File: src/rtl/ram_wr_arb_pkg.sv
// Shared types and width helpers for the RAM write-port arbiter.
// The state enum and clog2 are used by both the arbiter top and its selector.
package ram_wr_arb_pkg;

    typedef enum logic {
        IDLE  = 1'b0,
        BURST = 1'b1
    } arb_state_t;

    // Smallest w with 2**w >= value; elaboration-time only.
    function automatic int clog2(input int value);
        int w;
        w = 0;
        for (int k = 0; k < 32; k++) begin
            if ((1 << w) < value) begin
                w = w + 1;
            end
        end
        return w;
    endfunction

endpackage

File: src/rtl/rr_arbiter.sv
// Combinational round-robin selector: first asserted request at or above
// i_ptr, searching upward and wrapping modulo N.
module rr_arbiter
    import ram_wr_arb_pkg::*;
#(
    parameter int N  = 4,
    parameter int IW = clog2(N)
) (
    input  logic [N-1:0]  i_req,
    input  logic [IW-1:0] i_ptr,
    output logic [N-1:0]  o_grant,
    output logic [IW-1:0] o_idx,
    output logic          o_any
);

    always_comb begin
        logic [IW-1:0] w_cand;
        o_grant = '0;
        o_idx   = '0;
        o_any   = 1'b0;
        w_cand  = '0;
        // N is a power of two, so IW-bit addition wraps the search for free.
        for (int k = 0; k < N; k++) begin
            w_cand = i_ptr + IW'(k);
            if (!o_any && i_req[w_cand]) begin
                o_any           = 1'b1;
                o_idx           = w_cand;
                o_grant[w_cand] = 1'b1;
            end
        end
    end

endmodule

File: src/rtl/ram_wr_arbiter.sv
// Round-robin, burst-locked sharing of one RAM write port between NUM_REQ
// requesters, each owning a fixed address segment with a circular pointer.
module ram_wr_arbiter
    import ram_wr_arb_pkg::*;
#(
    parameter int NUM_REQ    = 4,
    parameter int ADDR_WIDTH = 10,
    parameter int DATA_WIDTH = 32,
    parameter int MAX_BURST  = 8,
    parameter int IDX_W      = clog2(NUM_REQ),
    parameter int SEG_W      = ADDR_WIDTH - IDX_W
) (
    input  logic                          w_clk,
    input  logic                          rst_n,
    input  logic [NUM_REQ-1:0]            req_valid,
    input  logic [NUM_REQ-1:0]            req_last,
    input  logic [NUM_REQ*DATA_WIDTH-1:0] req_data,
    output logic [NUM_REQ-1:0]            req_ready,
    input  logic [NUM_REQ-1:0]            ptr_clr,
    output logic                          ram_w_en,
    output logic [ADDR_WIDTH-1:0]         ram_w_addr,
    output logic [DATA_WIDTH-1:0]         ram_data_in,
    output logic [NUM_REQ*SEG_W-1:0]      wr_ptr,
    output logic [NUM_REQ-1:0]            wrap_pulse,
    output logic                          busy
);

    localparam int CNT_W = clog2(MAX_BURST + 1);

    arb_state_t             r_state;
    logic [IDX_W-1:0]       r_grant;
    logic [NUM_REQ-1:0]     r_grant_oh;
    logic [IDX_W-1:0]       r_prio;
    logic [CNT_W-1:0]       r_beat_cnt;
    logic [SEG_W-1:0]       r_ptr [NUM_REQ];
    logic                   r_w_en;
    logic [ADDR_WIDTH-1:0]  r_w_addr;
    logic [DATA_WIDTH-1:0]  r_w_data;
    logic [NUM_REQ-1:0]     r_wrap;

    logic [NUM_REQ-1:0]     w_arb_oh;
    logic [IDX_W-1:0]       w_arb_idx;
    logic                   w_arb_any;
    logic [DATA_WIDTH-1:0]  w_req_data [NUM_REQ];
    logic [SEG_W-1:0]       w_cur_ptr;
    logic                   w_accept;
    logic [CNT_W-1:0]       w_cnt_nxt;
    logic                   w_burst_end;

    rr_arbiter #(
        .N  (NUM_REQ),
        .IW (IDX_W)
    ) u_rr_arbiter (
        .i_req   (req_valid),
        .i_ptr   (r_prio),
        .o_grant (w_arb_oh),
        .o_idx   (w_arb_idx),
        .o_any   (w_arb_any)
    );

    for (genvar g = 0; g < NUM_REQ; g++) begin : g_unpack
        assign w_req_data[g]               = req_data[g*DATA_WIDTH +: DATA_WIDTH];
        assign wr_ptr[g*SEG_W +: SEG_W]    = r_ptr[g];
    end

    assign w_cur_ptr   = r_ptr[r_grant];
    assign w_accept    = (r_state == BURST) && req_valid[r_grant];
    assign w_cnt_nxt   = r_beat_cnt + CNT_W'(1);
    assign w_burst_end = req_last[r_grant] || (w_cnt_nxt == CNT_W'(MAX_BURST));

    // Ready comes only from registered state so requesters never see a loop
    // through their own valid.
    assign req_ready   = (r_state == BURST) ? r_grant_oh : '0;
    assign busy        = (r_state == BURST);

    assign ram_w_en    = r_w_en;
    assign ram_w_addr  = r_w_addr;
    assign ram_data_in = r_w_data;
    assign wrap_pulse  = r_wrap;

    always_ff @(posedge w_clk or negedge rst_n) begin
        if (!rst_n) begin
            r_state    <= IDLE;
            r_grant    <= '0;
            r_grant_oh <= '0;
            r_prio     <= '0;
            r_beat_cnt <= '0;
        end else begin
            case (r_state)
                IDLE: begin
                    if (w_arb_any) begin
                        r_grant    <= w_arb_idx;
                        r_grant_oh <= w_arb_oh;
                        r_beat_cnt <= '0;
                        r_state    <= BURST;
                    end
                end
                BURST: begin
                    if (w_accept) begin
                        r_beat_cnt <= w_cnt_nxt;
                        if (w_burst_end) begin
                            r_state <= IDLE;
                            r_prio  <= r_grant + IDX_W'(1);
                        end
                    end
                end
                default: r_state <= IDLE;
            endcase
        end
    end

    // Write stage: one registered cycle between accept and the RAM port.
    always_ff @(posedge w_clk or negedge rst_n) begin
        if (!rst_n) begin
            r_w_en   <= 1'b0;
            r_w_addr <= '0;
            r_w_data <= '0;
            r_wrap   <= '0;
        end else begin
            r_w_en <= w_accept;
            r_wrap <= '0;
            if (w_accept) begin
                r_w_addr <= {r_grant, w_cur_ptr};
                r_w_data <= w_req_data[r_grant];
                if ((&w_cur_ptr) && !ptr_clr[r_grant]) begin
                    r_wrap[r_grant] <= 1'b1;
                end
            end
        end
    end

    // A clear wins over a coincident increment; the write itself already
    // captured the pre-clear pointer above.
    always_ff @(posedge w_clk or negedge rst_n) begin
        if (!rst_n) begin
            for (int i = 0; i < NUM_REQ; i++) begin
                r_ptr[i] <= '0;
            end
        end else begin
            for (int i = 0; i < NUM_REQ; i++) begin
                if (ptr_clr[i]) begin
                    r_ptr[i] <= '0;
                end else if (w_accept && (r_grant == IDX_W'(i))) begin
                    r_ptr[i] <= r_ptr[i] + SEG_W'(1);
                end
            end
        end
    end

endmodule

File: config.mk
export PLATFORM = sky130hd
export DESIGN_NAME = ram_wr_arbiter
export DESIGN_NICKNAME = d
export VERILOG_FILES = /design/src/rtl/ram_wr_arb_pkg.sv /design/src/rtl/rr_arbiter.sv /design/src/rtl/ram_wr_arbiter.sv
export SDC_FILE = /design/constraint.sdc
export NUM_CORES = 1
export LEC_CHECK = 0
export CORE_UTILIZATION = 40
export DETAILED_ROUTE_END_ITERATION = 10
export GPL_TIMING_DRIVEN = 0
export PLACE_DENSITY = 0.76
export SLEW_MARGIN = 20
export SYNTH_ARGS = -nofsm -noshare
export SYNTH_HDL_FRONTEND = slang
export SYNTH_SLANG_ARGS = --single-unit
export TNS_END_PERCENT = 20
File: constraint.sdc
create_clock -name w_clk -period 3.5 [get_ports w_clk]
set_clock_uncertainty 0.2 [all_clocks]
set_input_delay 0.35 -clock w_clk [delete_from_list [all_inputs] [get_ports w_clk]]
set_output_delay 0.35 -clock w_clk [all_outputs]
set_load 0.05 [all_outputs]
==> metrics.csv <==
metric,value,unit
WS Path Type,flop to flop,
CP required,3.52,ns
RSZ-0062 raised after global routing,no,
gate count after technology mapping,500,
vias in the first global route,5009,
post_cts resized,0,
DRC viols,0,
Buffers on Ports,220,
CP Launch Type,flop,
fin crit period,3.160,ns
initial antenna violation count,1,
outcome,finished clean,
Placement Cell Area,7804,µm²
Critical R2R Launch,r_prio[0],
number of setup violations in the final report,0,
setup ws final,0.3404,ns
YS warnings,0,
Peak VDD IR,0.3429,mV
PnR Total Power,6.251,mW
core region area,12820,µm²
"Async S/R FF share, synth",1.000,
Synthesized Nets,656,
die area,13860,µm²
"CTS clk-pin slew, worst paths",0.06,ns
Max Slew Vio Count,0,
"Clk Latency, worst-skew pair",0.34,ns
first-pass GRT wire length,27.01,mm
Slew Limit Headroom,0.6081,
GR Util met1,0.3046,
GR Overflow Total,0,
GRT met2 Usage,0.4327,
Final Wtd Congestion,0.8854,
initial core utilization,0.4178,
r2r setup slk,0.34,ns
HP Class,input pin to flop,
H-tree levels,3,
crit-path max cell delay,0.60,ns
post-detail-place hpwl,13.14,mm
Fin. Hold Viols,0,
R2R depth,8,
Fmax,316.5,MHz
grt met3 use,0.04264,
Synth Flop Type,dfrtp_1,
final setup TNS,0,ns
post-CTS setup buffer count,0,
Max-cap violations,0,
critical-path cell with the highest stage delay,mux4_2,
Die H,117.7,µm
final layout net count,888,
proportion of layout cells with a drive suffix above 1,0.1140,
crit path cell chain,buf_2 -> inv_1 -> ha_1 -> buf_6 -> mux4_2 -> a221o_1 -> a32o_1 -> mux2_2,
largest net degree at the start of global routing,57,
Max clock buf depth,2,
drt pass-1 iters,4,
P_leak,3.474,nW
WL final,16.87,mm
Die W,117.7,µm
Num Clock Sinks,92,
Unique masters post-synth,44,
Top Ports,226,
period utilization,0.9028,
design area,8085,µm²
DP Worst Slack,0.1797,ns
"commonest non-fill, non-tap cell in the layout",clkdlybuf4s50_1,
Slew @ Worst Pin,0.5879,ns
initial DRC count,453,
"Most Used Layer, Global Route",met2,
Vias/cell,5.333,
root buf cell,clkbuf_16,
GRT Total Usage,0.2502,
"EDFF count, synth",0,
Layout fillers,1009,
crit path to,r_grant_oh[3],
P per Cell Area,773.1,nW/µm²
P&R area growth vs syn,50.91,%
data arrival time of the critical path,3.18,ns
FP Rows,41,
CTS buffer count,9,
crit path launch,r_prio[0],
CTS tree,yes,
placed cells,893,
via count,4853,
Worst setup EP type,flop,
FF-to-FF End,r_grant_oh[3],
"Seq/Total Area, Yosys",0.4297,
Synth Cell Area,5358,µm²
"Avg Cell Area, Syn",10.72,µm²
most frequent cells in the layout,"219 x clkdlybuf4s50_1, 142 x nand2_1, 92 x dfrtp_1, 45 x mux4_2, 35 x nor2_1",
Post-Layout Cell Count,910,
crit path max fanout,10,
ANT nets after route,0,
wire length per cell,18.53,µm
post-synthesis sequential element count,92,
==> through the flow <==
stage,util,hold slack (ns)
detailed placement,0.6085,0.07232
CTS,0.6305,0.1704
global route,0.6304,0.1976
global placement,0.6062,0.2587
floorplan,-,-0.1456
finish,0.6304,0.1807
==> cell families after synthesis <==
logic type / Yosys count / share of synthesized area
muxes: 57 / 0.2188
AOI/OAI and AO/OA: 38 / 0.05091
and+or+nand+nor: 232 / 0.1899
DFF: 92 / 0.4297
adders and majority gates: 14 / 0.03270
xor gates and xnor gates: 27 / 0.04414
buffers and inverters: 40 / 0.03386
==> flip-flops by register name, indices dropped and copies added (netlist names) <==
name / count
ram_data_in: 32
r_grant: 2
wrap_pulse: 4
r_prio: 2
busy: 1
r_beat_cnt: 4
wr_ptr: 32
ram_w_addr: 10
ram_w_en: 1
r_grant_oh: 4
==> what timing repair did <==
action	4_1_cts	5_1_grt
setup endpoints to repair	0	1
hold buffers	1	0
hold endpoints to repair	36	0
==> worst min-delay path by stage <==
stage,cells past startpoint,endpoint,slack [ns],startpoint
after floorplan,0,busy,-0.15,rst_n
after global placement,2,ram_data_in[20],0.26,ram_data_in[20]
after detailed placement,1,ram_data_in[19],0.07,rst_n
after CTS,2,wr_ptr[26],0.17,ptr_clr[3]
after global routing,2,wr_ptr[12],0.20,ptr_clr[1]
final,2,wr_ptr[28],0.18,ptr_clr[3]
==> routing by layer <==
layer / share of wire / up-vias
met1: 0.39 / 2382
met2: 0.51 / 205
met5: 0 / -
li1: - / 2234
met4: 0.032 / 0
met3: 0.068 / 32
==> report_power, final <==
| part | total, mW | internal, mW | switching [mW] | leakage (nW) |
|---|---|---|---|---|
| clock network | 0.908 | 0.503 | 0.405 | 0.134 |
| registers | 1.58 | 1.37 | 0.220 | 1.21 |
| logic | 3.76 | 1.53 | 2.23 | 2.13 |
==> synthesized netlist by cell type, types with 2 or more instances <==
cell type	count	share of area
a211oi_1	2	0.0028
a21oi_1	8	0.0075
a221o_1	5	0.0093
a31o_2	2	0.0033
a31oi_1	2	0.0023
a32o_1	4	0.0075
and2_1	6	0.0070
and3_1	10	0.012
buf_1	9	0.0063
buf_2	10	0.0093
buf_6	2	0.0042
clkbuf_1	10	0.0070
dfrtp_1	92	0.43
ha_1	14	0.033
inv_1	7	0.0049
mux2_2	5	0.011
mux2i_1	5	0.0093
mux4_1	2	0.0098
mux4_2	45	0.19
nand2_1	142	0.099
nand3_1	7	0.0065
nand4_1	14	0.016
nor2_1	35	0.025
nor2b_1	2	0.0023
nor3_1	2	0.0019
nor3b_1	2	0.0028
o21ai_0	9	0.0084
or2b_1	4	0.0056
or3_1	3	0.0035
xnor2_1	6	0.0098
xor2_1	21	0.034
==> critical path: cells and delay by family, from the launching register on <==
kind / cells / cell delay (ns)
AOI/OAI and AO/OA: 2 / 0.61
adders and majority gates: 1 / 0.31
DFF: 1 / 0.52
buffers and inverters: 3 / 0.55
muxes: 2 / 0.86
==> cell type report <==
cell class | instances | area [µm²] | share of cell area
antenna | 1 | 2.502 | 0.0003095
buffer | 31 | 147.6 | 0.01826
clock buffer | 13 | 250.2 | 0.03095
clock inverter | 3 | 22.52 | 0.002786
inverter | 8 | 30.03 | 0.003714
multi-input combinational | 368 | 2874 | 0.3555
sequential | 92 | 2302 | 0.2847
tap | 172 | 215.2 | 0.02662
timing repair buffer | 222 | 2241 | 0.2772
Note: power is estimated with default switching activity, not from simulation.
